<file path="src/rtl/rv_div_seq_if.sv">
// Request/response bundle between the ALU (master) and the sequential divider (slave).
interface rv_div_seq_if #(
  parameter int unsigned XLEN = 32
);
  logic            rdy;
  logic            req;
  logic [1:0]      op;
  logic [XLEN-1:0] rs1;
  logic [XLEN-1:0] rs2;
  logic            busy;
  logic            done;
  logic [XLEN-1:0] result;

  modport master (
    output rdy, req, op, rs1, rs2,
    input  busy, done, result
  );

  modport slave (
    input  rdy, req, op, rs1, rs2,
    output busy, done, result
  );
endinterface

</file>
<file path="src/rtl/rv_div_seq.sv">
// Sequential restoring divider for DIV/DIVU/REM/REMU with a done pulse and busy stall.
// Define RV_DIV_BYPASS_EN to reuse the last result when operands and signedness repeat.
module rv_div_seq #(
  parameter int unsigned XLEN         = 32,
  parameter int unsigned BITS_PER_CYC = 1
) (
  input  logic        clk,
  input  logic        reset,
  rv_div_seq_if.slave bus
);
  localparam int unsigned Steps = XLEN / BITS_PER_CYC;
  localparam int unsigned CntW  = $clog2(Steps);
  localparam logic [XLEN-1:0] IntMin = {1'b1, {(XLEN-1){1'b0}}};

  typedef enum logic [2:0] {StIdle, StPrep, StIter, StFix, StDone} state_e;

  state_e          state_q;
  logic [1:0]      op_q;
  logic [XLEN-1:0] a_q, b_q, d_q, r_q, q_q, result_q;
  logic [CntW-1:0] cnt_q;
  logic            qneg_q, rneg_q, busy_q, done_q;

  logic            accept, hit, op_signed, div0, ovf;
  logic [XLEN-1:0] a_abs, b_abs, sp_quo, sp_rem, quo_fix, rem_fix, hit_result;
  logic [XLEN-1:0] step_r, step_q, step_d, nr, nq;
  logic [XLEN:0]   trial, diff;

  assign accept    = bus.req & bus.rdy & ((state_q == StIdle) | (state_q == StDone));
  assign op_signed = ~op_q[0];
  assign a_abs     = (op_signed & a_q[XLEN-1]) ? -a_q : a_q;
  assign b_abs     = (op_signed & b_q[XLEN-1]) ? -b_q : b_q;
  assign div0      = (b_q == '0);
  assign ovf       = op_signed & (a_q == IntMin) & (b_q == '1);
  assign sp_quo    = div0 ? '1 : IntMin;
  assign sp_rem    = div0 ? a_q : '0;
  assign quo_fix   = qneg_q ? -q_q : q_q;
  assign rem_fix   = rneg_q ? -r_q : r_q;

  // PREP retires the first step straight from the abs operands, so only Steps-1 ITER
  // cycles follow and accept-to-done stays at 2 + Steps.
  always_comb begin
    step_r = (state_q == StPrep) ? '0    : r_q;
    step_q = (state_q == StPrep) ? a_abs : q_q;
    step_d = (state_q == StPrep) ? b_abs : d_q;
    nr     = step_r;
    nq     = step_q;
    trial  = '0;
    diff   = '0;
    for (int unsigned i = 0; i < BITS_PER_CYC; i++) begin
      trial = {nr, nq[XLEN-1]};
      diff  = trial - {1'b0, step_d};
      nq    = {nq[XLEN-2:0], ~diff[XLEN]};
      nr    = diff[XLEN] ? trial[XLEN-1:0] : diff[XLEN-1:0];
    end
  end

`ifdef RV_DIV_BYPASS_EN
  logic            tag_valid_q, tag_signed_q;
  logic [XLEN-1:0] tag_rs1_q, tag_rs2_q, tag_quo_q, tag_rem_q;

  assign hit = tag_valid_q & (bus.rs1 == tag_rs1_q) & (bus.rs2 == tag_rs2_q) &
               (~bus.op[0] == tag_signed_q);
  assign hit_result = bus.op[1] ? tag_rem_q : tag_quo_q;

  // Operands are captured at accept; the tag only becomes valid once the op completes,
  // so a reset mid-operation leaves it invalid.
  always_ff @(posedge clk) begin
    if (reset) begin
      tag_valid_q  <= 1'b0;
      tag_signed_q <= 1'b0;
      tag_rs1_q    <= '0;
      tag_rs2_q    <= '0;
      tag_quo_q    <= '0;
      tag_rem_q    <= '0;
    end else if (accept & ~hit) begin
      tag_valid_q  <= 1'b0;
      tag_signed_q <= ~bus.op[0];
      tag_rs1_q    <= bus.rs1;
      tag_rs2_q    <= bus.rs2;
    end else if (state_q == StFix) begin
      tag_valid_q <= 1'b1;
      tag_quo_q   <= quo_fix;
      tag_rem_q   <= rem_fix;
    end else if ((state_q == StPrep) & (div0 | ovf)) begin
      tag_valid_q <= 1'b1;
      tag_quo_q   <= sp_quo;
      tag_rem_q   <= sp_rem;
    end
  end
`else
  assign hit        = 1'b0;
  assign hit_result = '0;
`endif

  always_ff @(posedge clk) begin
    if (reset) begin
      state_q  <= StIdle;
      op_q     <= '0;
      a_q      <= '0;
      b_q      <= '0;
      d_q      <= '0;
      r_q      <= '0;
      q_q      <= '0;
      cnt_q    <= '0;
      qneg_q   <= 1'b0;
      rneg_q   <= 1'b0;
      busy_q   <= 1'b0;
      done_q   <= 1'b0;
      result_q <= '0;
    end else begin
      unique case (state_q)
        StIdle, StDone: begin
          if (accept) begin
            op_q <= bus.op;
            a_q  <= bus.rs1;
            b_q  <= bus.rs2;
            if (hit) begin
              state_q  <= StDone;
              busy_q   <= 1'b0;
              done_q   <= 1'b1;
              result_q <= hit_result;
            end else begin
              state_q <= StPrep;
              busy_q  <= 1'b1;
              done_q  <= 1'b0;
            end
          end else if ((state_q == StDone) & bus.rdy) begin
            state_q <= StIdle;
            done_q  <= 1'b0;
          end
        end
        StPrep: begin
          if (div0 | ovf) begin
            state_q  <= StDone;
            busy_q   <= 1'b0;
            done_q   <= 1'b1;
            result_q <= op_q[1] ? sp_rem : sp_quo;
          end else begin
            state_q <= StIter;
            r_q     <= nr;
            q_q     <= nq;
            d_q     <= b_abs;
            cnt_q   <= CntW'(Steps - 1);
            qneg_q  <= op_signed & (a_q[XLEN-1] ^ b_q[XLEN-1]);
            rneg_q  <= op_signed & a_q[XLEN-1];
          end
        end
        StIter: begin
          r_q   <= nr;
          q_q   <= nq;
          cnt_q <= cnt_q - CntW'(1);
          if (cnt_q == CntW'(1)) state_q <= StFix;
        end
        StFix: begin
          state_q  <= StDone;
          busy_q   <= 1'b0;
          done_q   <= 1'b1;
          result_q <= op_q[1] ? rem_fix : quo_fix;
        end
        default: state_q <= StIdle;
      endcase
    end
  end

  assign bus.busy   = busy_q;
  assign bus.done   = done_q;
  assign bus.result = result_q;
endmodule

</file>
<file path="src/flat_wrapper.sv">
// flat-port wrapper written by rule: the top's interface ports become plain ports
module rv_div_seq_flat 
#(
  parameter int unsigned XLEN         = 32,
  parameter int unsigned BITS_PER_CYC = 1
)
  (clk, reset, bus_rdy, bus_req, bus_op, bus_rs1, bus_rs2, bus_busy, bus_done, bus_result);
  rv_div_seq_if #(.XLEN(XLEN)) bus_i ();
  input  logic clk;
  input  logic reset;
  input wire logic [$bits(bus_i.rdy)-1:0] bus_rdy;
  input wire logic [$bits(bus_i.req)-1:0] bus_req;
  input wire logic [$bits(bus_i.op)-1:0] bus_op;
  input wire logic [$bits(bus_i.rs1)-1:0] bus_rs1;
  input wire logic [$bits(bus_i.rs2)-1:0] bus_rs2;
  output wire logic [$bits(bus_i.busy)-1:0] bus_busy;
  output wire logic [$bits(bus_i.done)-1:0] bus_done;
  output wire logic [$bits(bus_i.result)-1:0] bus_result;
  assign bus_i.rdy = bus_rdy;
  assign bus_i.req = bus_req;
  assign bus_i.op = bus_op;
  assign bus_i.rs1 = bus_rs1;
  assign bus_i.rs2 = bus_rs2;
  assign bus_busy = bus_i.busy;
  assign bus_done = bus_i.done;
  assign bus_result = bus_i.result;
  rv_div_seq #(.XLEN(XLEN), .BITS_PER_CYC(BITS_PER_CYC)) u_core (.clk(clk), .reset(reset), .bus(bus_i));
endmodule
</file>
<file path="config.mk">
export PLATFORM = sky130hd
export DESIGN_NAME = rv_div_seq_flat
export DESIGN_NICKNAME = d
export VERILOG_FILES = /design/src/rtl/rv_div_seq_if.sv /design/src/rtl/rv_div_seq.sv /design/src/flat_wrapper.sv
export SDC_FILE = /design/constraint.sdc
export NUM_CORES = 1
export LEC_CHECK = 0
export CAP_MARGIN = 20
export CELL_PAD_IN_SITES_DETAIL_PLACEMENT = 1
export CELL_PAD_IN_SITES_GLOBAL_PLACEMENT = 1
export CORE_MARGIN = 10
export CORE_UTILIZATION = 44
export DETAILED_ROUTE_END_ITERATION = 8
export PLACE_DENSITY_LB_ADDON = 0.1
export SYNTH_ARGS = -nofsm -noshare
export SYNTH_HDL_FRONTEND = slang
export SYNTH_SLANG_ARGS = --single-unit
</file>
<file path="constraint.sdc">
create_clock -name clk -period 6.9 [get_ports clk]
set_clock_uncertainty 0.2 [all_clocks]
set_input_delay 1.725 -clock clk [delete_from_list [all_inputs] [get_ports clk]]
set_output_delay 1.725 -clock clk [all_outputs]
set_load 0.02 [all_outputs]
</file>
======== Word-level counts from Yosys, hierarchy flattened ========
Index checks and enable logic that the tools add are counted.
cells by class
  $add $sub $neg .......................... 6
  equality and inequality tests ........... 12
  mux-type cells .......................... 32
  bitwise operators ....................... 14
  reductions and logical operators ........ 13
operator list
  cell                    number
  $mux W32                14
  $pmux W32 S2            3
  $neg A32 Y32            4
  $eq A32 B32 Y1 const B  2
  $sub A33 B32 Y33        1
  $logic_not A32 Y1       1
  $mux W31                1
  $mux W3                 4
  $pmux W3 S4             1
  $pmux W5 S2             1
  $reduce_and A2 Y1       5
  $and A1 B1 Y1           8
  $eq A3 B2 Y1 const B    2
  $pmux W1 S3             2
  $reduce_and A3 Y1       2
  $eq A5 B1 Y1 const B    1
  $mux W1                 5
  $mux W5                 1
  $sub A5 B1 Y5 const B   1
  $ne A2 B1 Y1 const B    2
  $ne A2 B2 Y1 const B    2
  $reduce_bool A2 Y1      2
  $eq A3 B1 Y1 const B    1
  $eq A3 B3 Y1 const B    1
  7 further kinds         10
word-level totals
  register bits after elaboration ......... 206
  output and inout bits ................... 34

======== Depth between registers and ports, before layout ========
Gate-level depths: netlist (run 1).
  depth after elaboration ................. 8
  gate-level depth with buffers ........... 22
  depth with buffers taken out ............ 20

======== Least setup slack after synthesis (run 1) ========
Ideal clock, no wire load.
  path type ............................... reg-to-reg
  from .................................... register u_core.b_q[5]
  to ...................................... register u_core.r_q[15]
  library setup time ...................... 0.061 ns
  arrival ................................. 4.859 ns
  data required time ...................... 6.639 ns
  setup slack ............................. 1.780 ns
  cell stages (with the launch flop) ...... 19
  period minus slack after synthesis ...... 5.120 ns
  path through ............................ dfxtp_1 -> clkbuf_1 -> or4_4 -> nor4_1 -> nand3b_1 -> nor4_4 -> nand2_1 -> o21ai_0 -> xor2_1 -> nor2_1 -> a21oi_1 -> ha_1 -> a21o_1 -> a2111oi_0 -> nor3_1 -> a21oi_1 -> mux2i_1 -> nor3b_1 -> a221o_1
on the way
  cells in the longest elaborated chain, start to end .. 7
  elaborated cells between the ends (all ways) .. 13
  classes of those cells .................. 2 x add/sub; 2 x eq/ne; 5 x mux; 2 x bitwise; 2 x reduce/logical
ends and longest elaborated chain
  what                      RTL line           source
  start: declaration        rv_div_seq.sv:19   logic [XLEN-1:0] a_q, b_q, d_q, r_q, q_q, result_q;
  start signal: assignment  rv_div_seq.sv:116  b_q <= bus.rs2;
  $neg A32 Y32              rv_div_seq.sv:31   assign b_abs = (op_signed & b_q[XLEN-1]) ? -b_q : b_q;
  $mux W32                  rv_div_seq.sv:31
  $mux W32                  rv_div_seq.sv:44   step_d = (state_q == StPrep) ? b_abs : d_q;
  $sub A33 B32 Y33          rv_div_seq.sv:51   diff = trial - {1'b0, step_d};
  $mux W32                  rv_div_seq.sv:53   nr = diff[XLEN] ? trial[XLEN-1:0] : diff[XLEN-1:0];
  $mux W32                  rv_div_seq.sv:133  if (div0 | ovf) begin
  $pmux W32 S2              rv_div_seq.sv:111  unique case (state_q)
  end signal: assignment    rv_div_seq.sv:140  r_q <= nr;
  end signal: assignment    rv_div_seq.sv:149  r_q <= nr;
  end: declaration          rv_div_seq.sv:19
Several ways; a longest one is shown, not always the timed one. The select of a mux whose other input is x is not followed.
A chain may end at the register's enable or synchronous reset.

======== Final worst setup path (run 1) ========
  from .................................... register u_core.b_q[4]
  to ...................................... register u_core.r_q[4]
Same word-level chain as after synthesis.

==> results of run 1 <==
layout make-up:
cell class	count	area [um2]	area share, %
Timing Repair Buffer	122	1190	7.99
Tap cell	384	480	3.22
Clock buffer	35	683	4.58
Sequential cell	206	4120	27.6
Clock inverter	6	123	0.822
Multi-Input combinational cell	1374	8260	55.3
Inverter	16	60.1	0.403
kinds of logic after synthesis:
kind of cell    after synthesis  share of synthesized area [%]
simple gates                668                           23.8
compound gates              517                           25.6
fa+ha+maj                    40                           3.93
mux                           6                          0.465
flops                       206                           31.9
xor+xnor                    143                           9.69
buf+inv                     135                           4.53
sequential cells by signal, summed over array words and instances (netlist names):
name / flops
u_core.a_q: 32
u_core.b_q: 32
u_core.bus.result: 32
u_core.d_q: 32
u_core.q_q: 32
u_core.r_q: 32
u_core.cnt_q: 5
u_core.state_q: 3
u_core.op_q: 2
u_core.bus.busy: 1
u_core.bus.done: 1
u_core.qneg_q: 1
u_core.rneg_q: 1
power by group:
group	internal (mW)	switching, mW
clock	0.800	0.540
combinational	0.232	0.361
sequential	1.22	0.0470
per-layer routing:
metal  vias up  routed length, um
met1      6254              20400
met2       266              20400
met4         0                896
met3        56               2120
li1       6144                  -
met5         -                  0
worst max path at each step:
stage | from | end | slack, ps
final | u_core.b_q[4] | u_core.r_q[4] | 950
after global routing | u_core.b_q[4] | u_core.r_q[5] | 560
after CTS | u_core.b_q[4] | u_core.r_q[4] | 990
after detailed placement | u_core.b_q[4] | u_core.r_q[4] | 1090
after global placement | u_core.b_q[4] | u_core.r_q[8] | 1330
after floorplan | u_core.b_q[5] | u_core.r_q[15] | 1780
worst max-delay path: stages (launching register included):
cell and delay [ps]:
dfxtp_1 380, or4_4 590, nor4_1 530, nand3b_1 240, nor4_4 340, a21oi_1 150, xnor2_1 170, nor2_1 130
a21oi_1 60, ha_1 370, a21oi_1 230, o21a_1 180, o21ai_0 110, a2111oi_0 400, nor3_1 90, a21oi_1 340
mux2i_4 430, buf_4 410, nor2_1 90, a211oi_1 260, nor3_1 80
cell usage in the layout, fill, tap and decap left out, types with 8 or more instances in the layout:
cell type / netlist / routed
nand2_1: 253 / 253
clkdlybuf4s50_1: 0 / 102
nand3_1: 13 / 12
a32oi_1: 12 / 12
xor2_1: 81 / 81
and3_1: 9 / 8
a211oi_1: 44 / 44
a21o_1: 16 / 16
ha_1: 39 / 39
and2_1: 46 / 46
or3_1: 19 / 18
a21oi_1: 221 / 221
nand4_1: 14 / 14
a32o_1: 15 / 15
o211ai_1: 18 / 18
nand2b_1: 14 / 13
clkbuf_1: 87 / 8
a22o_1: 18 / 18
o21ai_0: 61 / 61
nor2_1: 210 / 208
o21ba_2: 8 / 8
o31ai_1: 22 / 22
nor2b_1: 12 / 10
clkbuf_16: 0 / 25
dfxtp_1: 206 / 206
inv_1: 16 / 16
a31oi_1: 10 / 10
nor4_1: 15 / 15
buf_4: 3 / 19
xnor2_1: 62 / 62
a22oi_1: 8 / 8
nor3_1: 33 / 32
o41ai_1: 13 / 13
==> results.json, run 1 <==
{
  "use_met2_pct": 38.5,
  "grt_antenna_before_repair": 0,
  "p_total_mw": 3.20,
  "vias": 12700,
  "r2r_slack_ps": 950,
  "r2r-start": "u_core.b_q[4]",
  "timing.rr.end": "u_core.r_q[4]",
  "drtIter0Drc": 824,
  "critPathLaunchType": "flop",
  "utilization_pct": 51.7,
  "power_density_mw_per_mm2": 214,
  "rsz0062_at_grt": "false",
  "cp_max_fo": 35,
  "period_minus_slack_ps": 5950,
  "synth_seq_cells": 206,
  "critPathRequiredTime_ps": 7110,
  "ys.flop_type": "dfxtp_1",
  "die_h_um": 191,
  "netlist_area_mm2": 0.0129,
  "slew_headroom_pct": 33.2,
  "placed_cells": 2102,
  "grt.busiest_layer": "met2",
  "placed_cell_area_mm2": 0.0141,
  "cts_buffers": 25,
  "seq_area_frac_synth_pct": 31.9,
  "synth_fp_nets": 1825,
  "ioPinCount": 104,
  "yosys_warnings": 0,
  "min_from": "u_core.bus.result[20]",
  "grt.total_usage_pct": 23.1,
  "tritoncts": "yes",
  "port_buffers": 103,
  "fin_area_mm2": 0.0149,
  "peakVddDrop_uv": 177,
  "async_flop_share_pct": 0,
  "final-hold-violation-count": 0,
  "maxSlewViolCount": 0,
  "yosys-top-cells-count": "253 x nand2_1, 221 x a21oi_1, 210 x nor2_1",
  "synth_edf_count": 0,
  "synthTopCellsByArea": "dfxtp_1 32%, a21oi_1 8.6%, nand2_1 7.3%, nor2_1 6.1%, xor2_1 5.5%",
  "fillers": 3618,
  "arrival_ps": 6160,
  "tightest_slew_ps": 1000,
  "cts_root_buf": "clkbuf_16",
  "cts_buffer_depth": 3,
  "dp_hpwl_mm": 31.5,
  "p_leak_nw": 5.45,
  "status": "completed",
  "insertion_delay_ps": 550,
  "met3_usage_pct": 3.52,
  "syn-instance-count": 1715,
  "grt_pass1_vias": 12700,
  "max_clock_freq_mhz": 168,
  "post_route_cells_drive_above_1_share_pct": 4.95,
  "fp.dieW_um": 191,
  "whs_ps": 240,
  "path_class": "flop to flop",
  "worst_slack_ps": 946,
  "avgSynthCellArea_um2": 7.53,
  "grt_overflow": 0,
  "hold_buffers": 0,
  "std_cell_rows": 62,
  "setup_viol": 0,
  "drc": 0,
  "post_drt_wl_per_cell_um": 20.4,
  "fin_nets": 1855,
  "core_mm2": 0.0289,
  "grt_first_pass_wirelength_mm": 69.7,
  "yosysMostFrequentCell": "nand2_1",
  "max_cap_viol_count": 0,
  "yosys.area.top_type_share_pct": 31.9,
  "dieArea_mm2": 0.0366,
  "clk_pin_slew_ps": 70,
  "postCtsSetupRepairBufs": 0,
  "grt_start_max_net_pins": 65,
  "use_met1_pct": 30.7,
  "clock_sinks": 206,
  "dp_slack_ps": 1090,
  "final_cells": 2143,
  "area_growth_pct": 15.4,
  "drt_first_pass_iters": 7,
  "gp_congestion": 0.852,
  "post_cts_resized": 0,
  "yosysTopAreaCell": "dfxtp_1",
  "synth.distinct_cells": 69,
  "min_to": "u_core.bus.result[20]",
  "hold_class": "flop to flop",
  "ff2ff_path_depth": 20,
  "post-route-period-util_pct": 86.3,
  "cp-end-kind": "flop",
  "hold_depth": 2,
  "routed_wl_mm": 43.8,
  "htree_levels": 1,
  "via_per_inst": 5.94,
  "num_antenna_cells": 0,
  "postRouteAntennaNets": 0,
  "tns_ps": 0,
  "start_util_pct": 44.8
}
Power figures use the tool's default switching activity.
==> run 2, diff against run 1 <==
--- a/config.mk
+++ b/config.mk
@@ -5,13 +5,15 @@
 export SDC_FILE = /design/constraint.sdc
 export NUM_CORES = 1
 export LEC_CHECK = 0
+export ABC_AREA = 1
 export CAP_MARGIN = 20
 export CELL_PAD_IN_SITES_DETAIL_PLACEMENT = 1
 export CELL_PAD_IN_SITES_GLOBAL_PLACEMENT = 1
 export CORE_MARGIN = 10
-export CORE_UTILIZATION = 44
+export CORE_UTILIZATION = 42
 export DETAILED_ROUTE_END_ITERATION = 8
 export PLACE_DENSITY_LB_ADDON = 0.1
 export SYNTH_ARGS = -nofsm -noshare
 export SYNTH_HDL_FRONTEND = slang
 export SYNTH_SLANG_ARGS = --single-unit
+export TNS_END_PERCENT = 50
==> results.json, run 2 <==
{
  "htree_levels": 1,
  "tns_ps": 0,
  "cts_root_buf": "clkbuf_16",
  "grt_overflow": 0,
  "num_antenna_cells": 0,
  "ff2ff_path_depth": 23,
  "tritoncts": "yes",
  "timing.rr.end": "u_core.r_q[23]",
  "critPathRequiredTime_ps": 7190,
  "worst_slack_ps": 1830,
  "via_per_inst": 5.62,
  "tightest_slew_ps": 1070,
  "cp_max_fo": 33,
  "cts_buffers": 25,
  "p_leak_nw": 8.31,
  "insertion_delay_ps": 560,
  "grt.busiest_layer": "met2",
  "arrival_ps": 5360,
  "fp.dieW_um": 210,
  "fillers": 4940,
  "use_met2_pct": 42.1,
  "final_common_cell": "nand2_1",
  "synthTopCellsByArea": "dfxtp_1 27%, nand2_1 17%, o21ai_0 9.0%, inv_1 8.5%, nand3_1 8.4%",
  "synth_edf_count": 0,
  "avgSynthCellArea_um2": 5.89,
  "clk_pin_slew_ps": 60,
  "drtIter0Drc": 1424,
  "drc": 0,
  "synth_top_family_by_area": "simple AND/OR/NAND/NOR gates",
  "hold_buffers": 0,
  "power_density_mw_per_mm2": 269,
  "min_to": "u_core.bus.result[2]",
  "critPathLaunchType": "flop",
  "grt_antenna_before_repair": 0,
  "port_buffers": 103,
  "placed_cell_area_mm2": 0.0164,
  "ioPinCount": 104,
  "drt_first_pass_iters": 5,
  "grt_pass1_vias": 17100,
  "postRouteAntennaNets": 0,
  "p_total_mw": 4.66,
  "async_flop_share_pct": 0,
  "min_from": "u_core.bus.result[2]",
  "synthAdderAreaFrac_pct": 3.36,
  "synth.distinct_cells": 47,
  "setup_viol": 0,
  "synth_xor_area_share_pct": 2.95,
  "clock_sinks": 206,
  "dp_slack_ps": 1820,
  "dieArea_mm2": 0.0440,
  "maxSlewViolCount": 0,
  "synth_fp_nets": 2678,
  "status": "completed",
  "placed_cells": 3037,
  "grt.total_usage_pct": 27.0,
  "post_route_cells_drive_above_1_share_pct": 4.00,
  "area_growth_pct": 14.5,
  "die_h_um": 210,
  "fin_nets": 2715,
  "muxShareOfSynthArea_pct": 0.265,
  "r2r-start": "u_core.b_q[0]",
  "postCtsSetupRepairBufs": 0,
  "r2r_slack_ps": 1830,
  "grt_start_max_net_pins": 110,
  "ys.flop_type": "dfxtp_1",
  "utilization_pct": 48.7,
  "hold_depth": 2,
  "max_clock_freq_mhz": 197,
  "met3_usage_pct": 2.97,
  "final-hold-violation-count": 0,
  "synth_compound_area_share_pct": 17.8,
  "peakVddDrop_uv": 229,
  "gp_congestion": 0.980,
  "seq_area_frac_synth_pct": 27.3,
  "syn-instance-count": 2568,
  "fin_area_mm2": 0.0173,
  "post-route-period-util_pct": 73.4,
  "final_cells": 3085,
  "post_cts_resized": 0,
  "yosys.area.top_type_share_pct": 27.3,
  "netlist_area_mm2": 0.0151,
  "cts_buffer_depth": 3,
  "std_cell_rows": 69,
  "yosys-top-cells-count": "690 x nand2_1, 341 x inv_1, 271 x o21ai_0",
  "period_minus_slack_ps": 5070,
  "dp_hpwl_mm": 48.0,
  "core_mm2": 0.0356,
  "yosys.area_share.simple_pct": 36.3,
  "start_util_pct": 42.5,
  "synth_seq_cells": 206,
  "yosysMostFrequentCell": "nand2_1",
  "use_met1_pct": 38.8,
  "whs_ps": 247,
  "hold_class": "flop to flop",
  "rsz0062_at_grt": "false",
  "yosys_warnings": 0,
  "routed_wl_mm": 61.8,
  "vias": 17300,
  "post_drt_wl_per_cell_um": 20.0,
  "max_cap_viol_count": 0,
  "path_class": "flop to flop",
  "yosysTopAreaCell": "dfxtp_1",
  "layout_common_cells": "690 x nand2_1, 340 x inv_1, 271 x o21ai_0, 252 x nand3_1, 212 x nor2_1",
  "grt_first_pass_wirelength_mm": 95.9,
  "slew_headroom_pct": 28.7,
  "cp-end-kind": "flop"
}
[run 2: cell types whose count changed after synthesis, moves of 29 or more]
cell | previous run | this run
nand2_1 | 253 | 690
inv_1 | 16 | 341
nand3_1 | 13 | 253
o21ai_0 | 61 | 271
xnor2_1 | 62 | 1
and2_1 | 46 | 2
a211oi_1 | 44 | 1
nand4_1 | 14 | 45
xor2_1 | 81 | 50
clkbuf_1 | 87 | 58
[run 2: metal layers]
layer  wire length, um  vias to the layer above
li1                  -                     8398
met1             29400                     8339
met2             27000                      518
met3              3940                       83
met4              1510                        0
met5                 0                        -
[run 2: area by class of cell]
type                    instances  area, um2  area share, %
well taps                     461        577           3.33
multi-input cells            1900       9210           53.2
inverters                     354       1330           7.69
flip-flops and latches        206       4120           23.8
clock buffers                  34        739           4.27
repair buffers                118       1180           6.79
clock inverters                12        161          0.932
[run 2: report_power, final]
group          internal (mW)  switching [mW]
clock                  0.867           0.573
sequential              1.26          0.0897
combinational          0.564            1.31
[run 2: worst max-delay path by stage]
stage / from / endpoint / slack, ps / cells after the start
floorplan: u_core.state_q[0] / u_core.r_q[2] / 3340 / 28
global placement: u_core.b_q[31] / u_core.r_q[12] / 2160 / 21
detailed placement: u_core.b_q[0] / u_core.r_q[13] / 1820 / 23
CTS: u_core.b_q[0] / u_core.r_q[8] / 1700 / 23
global route: u_core.b_q[0] / u_core.r_q[17] / 1320 / 23
finish: u_core.b_q[0] / u_core.r_q[23] / 1830 / 23
[run 2: worst max-delay path: stages (launching register included)]
cell and delay (ps):
dfxtp_1 330, inv_1 130, ha_1 190, nand3_1 140, nor2_2 230, nand3b_1 180
nor2_1 280, nand2_1 140, o21ai_0 210, xor2_1 300, mux2i_1 240, ha_1 420
nand2_1 90, inv_1 80, nand2_1 120, nor3_1 230, a21oi_2 120, nand2_1 130
nand2_2 100, nand2_2 550, nand3_1 270, nand3_1 140, nand2_1 80, inv_1 50
[run 2: cells by family (layout without fill, tap and decap cells)]
kind of cell / after synthesis / after routing
AND/OR/NAND/NOR: 1285 / 1285
AO/OA/AOI/OAI: 520 / 520
buffers and inverters: 462 / 518
flip-flops: 206 / 206
XOR/XNOR: 51 / 51
adder cells (fa/ha/maj): 40 / 40
multiplexers: 4 / 4
==> run 3, diff against run 2 <==
==> constraint.sdc (replaced) <==
create_clock -name clk -period 5.3 [get_ports clk]
set_clock_uncertainty 0.2 [all_clocks]
set_input_delay 1.325 -clock clk [delete_from_list [all_inputs] [get_ports clk]]
set_output_delay 1.325 -clock clk [all_outputs]
set_load 0.02 [all_outputs]
==> results.json, run 3 (same netlist as run 2, synthesis figures left out) <==
{
  "status": "completed",
  "postCtsSetupRepairBufs": 0,
  "critPathRequiredTime_ps": 5550,
  "cts_buffers": 25,
  "hold_buffers": 0,
  "die_h_um": 210,
  "tightest_slew_ps": 981,
  "max_clock_freq_mhz": 217,
  "worst_slack_ps": 688,
  "cp_max_fo": 33,
  "cp-end-kind": "flop",
  "p_comb_share_pct": 40.6,
  "multi_input_area_mm2": 0.00921,
  "r2r-start": "u_core.b_q[0]",
  "grt.total_usage_pct": 27.0,
  "dieArea_mm2": 0.0440,
  "seqPwrFrac_pct": 29.5,
  "hold_class": "flop to flop",
  "fillers": 4932,
  "cts_buffer_depth": 3,
  "post-route-period-util_pct": 87.0,
  "seqCellArea_mm2": 0.00412,
  "vias": 17300,
  "fin_area_mm2": 0.0173,
  "core_mm2": 0.0356,
  "drtIter0Drc": 1162,
  "utilization_pct": 48.6,
  "period_minus_slack_ps": 4610,
  "insertion_delay_ps": 570,
  "via_per_inst": 5.60,
  "ff2ff_path_depth": 24,
  "final_cells": 3088,
  "critPathLaunchType": "flop",
  "fin_nets": 2721,
  "critPathCapture": "u_core.r_q[15]",
  "maxSlewViolCount": 0,
  "slew_headroom_pct": 34.6,
  "setup_viol": 0,
  "postRouteAntennaNets": 0,
  "grt_start_max_net_pins": 84,
  "internal_power_mw": 3.41,
  "dp_hpwl_mm": 48.6,
  "layout_common_cells": "690 x nand2_1, 340 x inv_1, 271 x o21ai_0, 252 x nand3_1, 212 x nor2_1",
  "tritoncts": "yes",
  "peakVddDrop_uv": 270,
  "clockPowerShare_pct": 29.9,
  "power_density_mw_per_mm2": 346,
  "crit_start": "u_core.b_q[0]",
  "num_antenna_cells": 0,
  "path_class": "flop to flop",
  "final-hold-violation-count": 0,
  "start_util_pct": 42.5,
  "grt_first_pass_wirelength_mm": 95.5,
  "fp.dieW_um": 210,
  "placed_cell_area_mm2": 0.0164,
  "drc": 0,
  "drt_first_pass_iters": 5,
  "switchingPower_mw": 2.56,
  "gp_congestion": 0.966,
  "max_cap_viol_count": 0,
  "clk_pin_slew_ps": 70,
  "grt_pass1_vias": 17000,
  "area_growth_pct": 14.2,
  "htree_levels": 1,
  "ioPinCount": 104,
  "timing.rr.end": "u_core.r_q[15]",
  "post_route_cells_drive_above_1_share_pct": 4.04,
  "post_drt_wl_per_cell_um": 20.0,
  "routed_wl_mm": 61.9,
  "dp_slack_ps": 620,
  "port_buffers": 103,
  "power.share.switching_pct": 42.9,
  "clock_sinks": 206,
  "final_common_cell": "nand2_1",
  "placed_cells": 3045,
  "p_leak_nw": 8.31,
  "grt_antenna_before_repair": 1,
  "arrival_ps": 4860,
  "r2r_slack_ps": 690,
  "rsz0062_at_grt": "false",
  "std_cell_rows": 69,
  "tns_ps": 0,
  "grt_overflow": 0,
  "cts_root_buf": "clkbuf_16"
}
[run 3: cell count changes in the layout (fill, tap and decap cells not counted)]
cell        delta
buf_16         -1
buf_4          +7
clkbuf_1       +2
clkbuf_8       -5
clkinv_2       +2
clkinv_4       -1
clkinvlp_4     -1
nand2_2        -1
nand2_4        +1
[run 3: cell type report]
cell class | instances | share of cell area [%]
clock buffers | 31 | 3.93
clock inverters | 12 | 0.898
inverters | 354 | 7.71
multi-input cells | 1900 | 53.3
flip-flops and latches | 206 | 23.9
well taps | 461 | 3.34
repair buffers | 124 | 6.95
[run 3: critical path, cell delays in order, from the launching register on]
cell	delay, ps
dfxtp_1	330
inv_1	120
ha_1	190
nand3_1	120
nor2_2	220
nand3b_1	170
nor2_1	240
nand2_1	150
nand2_1	100
xor2_1	200
nand2_1	70
o21ai_0	250
ha_1	440
nand2_1	170
inv_1	60
a21oi_1	200
nand2_1	140
a21oi_2	220
nand2_1	130
nand2_2	130
nand2_4	250
nand2_1	160
nand3_1	90
nand3_1	100
inv_1	50
[run 3: through the flow]
stage	total power, mW	hold WS, ps
6_report	5.97	246
2_1_floorplan	3.43	230
4_1_cts	5.96	250
3_3_place_gp	4.10	231
5_1_grt	6.35	268
3_5_place_dp	4.16	235
[run 3: power groups by stage]
stage                     registers, mW  logic [mW]  clock network, mW
after CTS                          1.76        2.39               1.81
final                              1.76        2.42               1.79
after floorplan                    1.74        1.69                  0
after global routing               1.77        2.71               1.87
after global placement             1.78        2.32                  0
after detailed placement           1.79        2.37                  0
[run 3: worst min path at each step]
stage                         start                   end  slack (ps)  cells past startpoint
2_1_floorplan        u_core.d_q[10]        u_core.d_q[10]         230                      2
3_3_place_gp   u_core.bus.result[2]  u_core.bus.result[2]         230                      2
3_5_place_dp   u_core.bus.result[2]  u_core.bus.result[2]         230                      2
4_1_cts        u_core.bus.result[2]  u_core.bus.result[2]         250                      2
5_1_grt        u_core.bus.result[4]  u_core.bus.result[4]         270                      2
6_report       u_core.bus.result[2]  u_core.bus.result[2]         250                      2
[run 3: layer usage]
layer	global-route usage, %	vias up	part of all wire, %
met4	7.32	2	2.7
li1	-	8406	-
met3	5.42	83	7.4
met5	0	-	0.021
met2	40.9	509	43
met1	38.1	8292	47
[run 3: repair_timing]
action	4_1_cts	5_1_grt
endpoints found under the hold margin	0	0
endpoints found under the setup margin	0	6
gates resized for setup	0	1
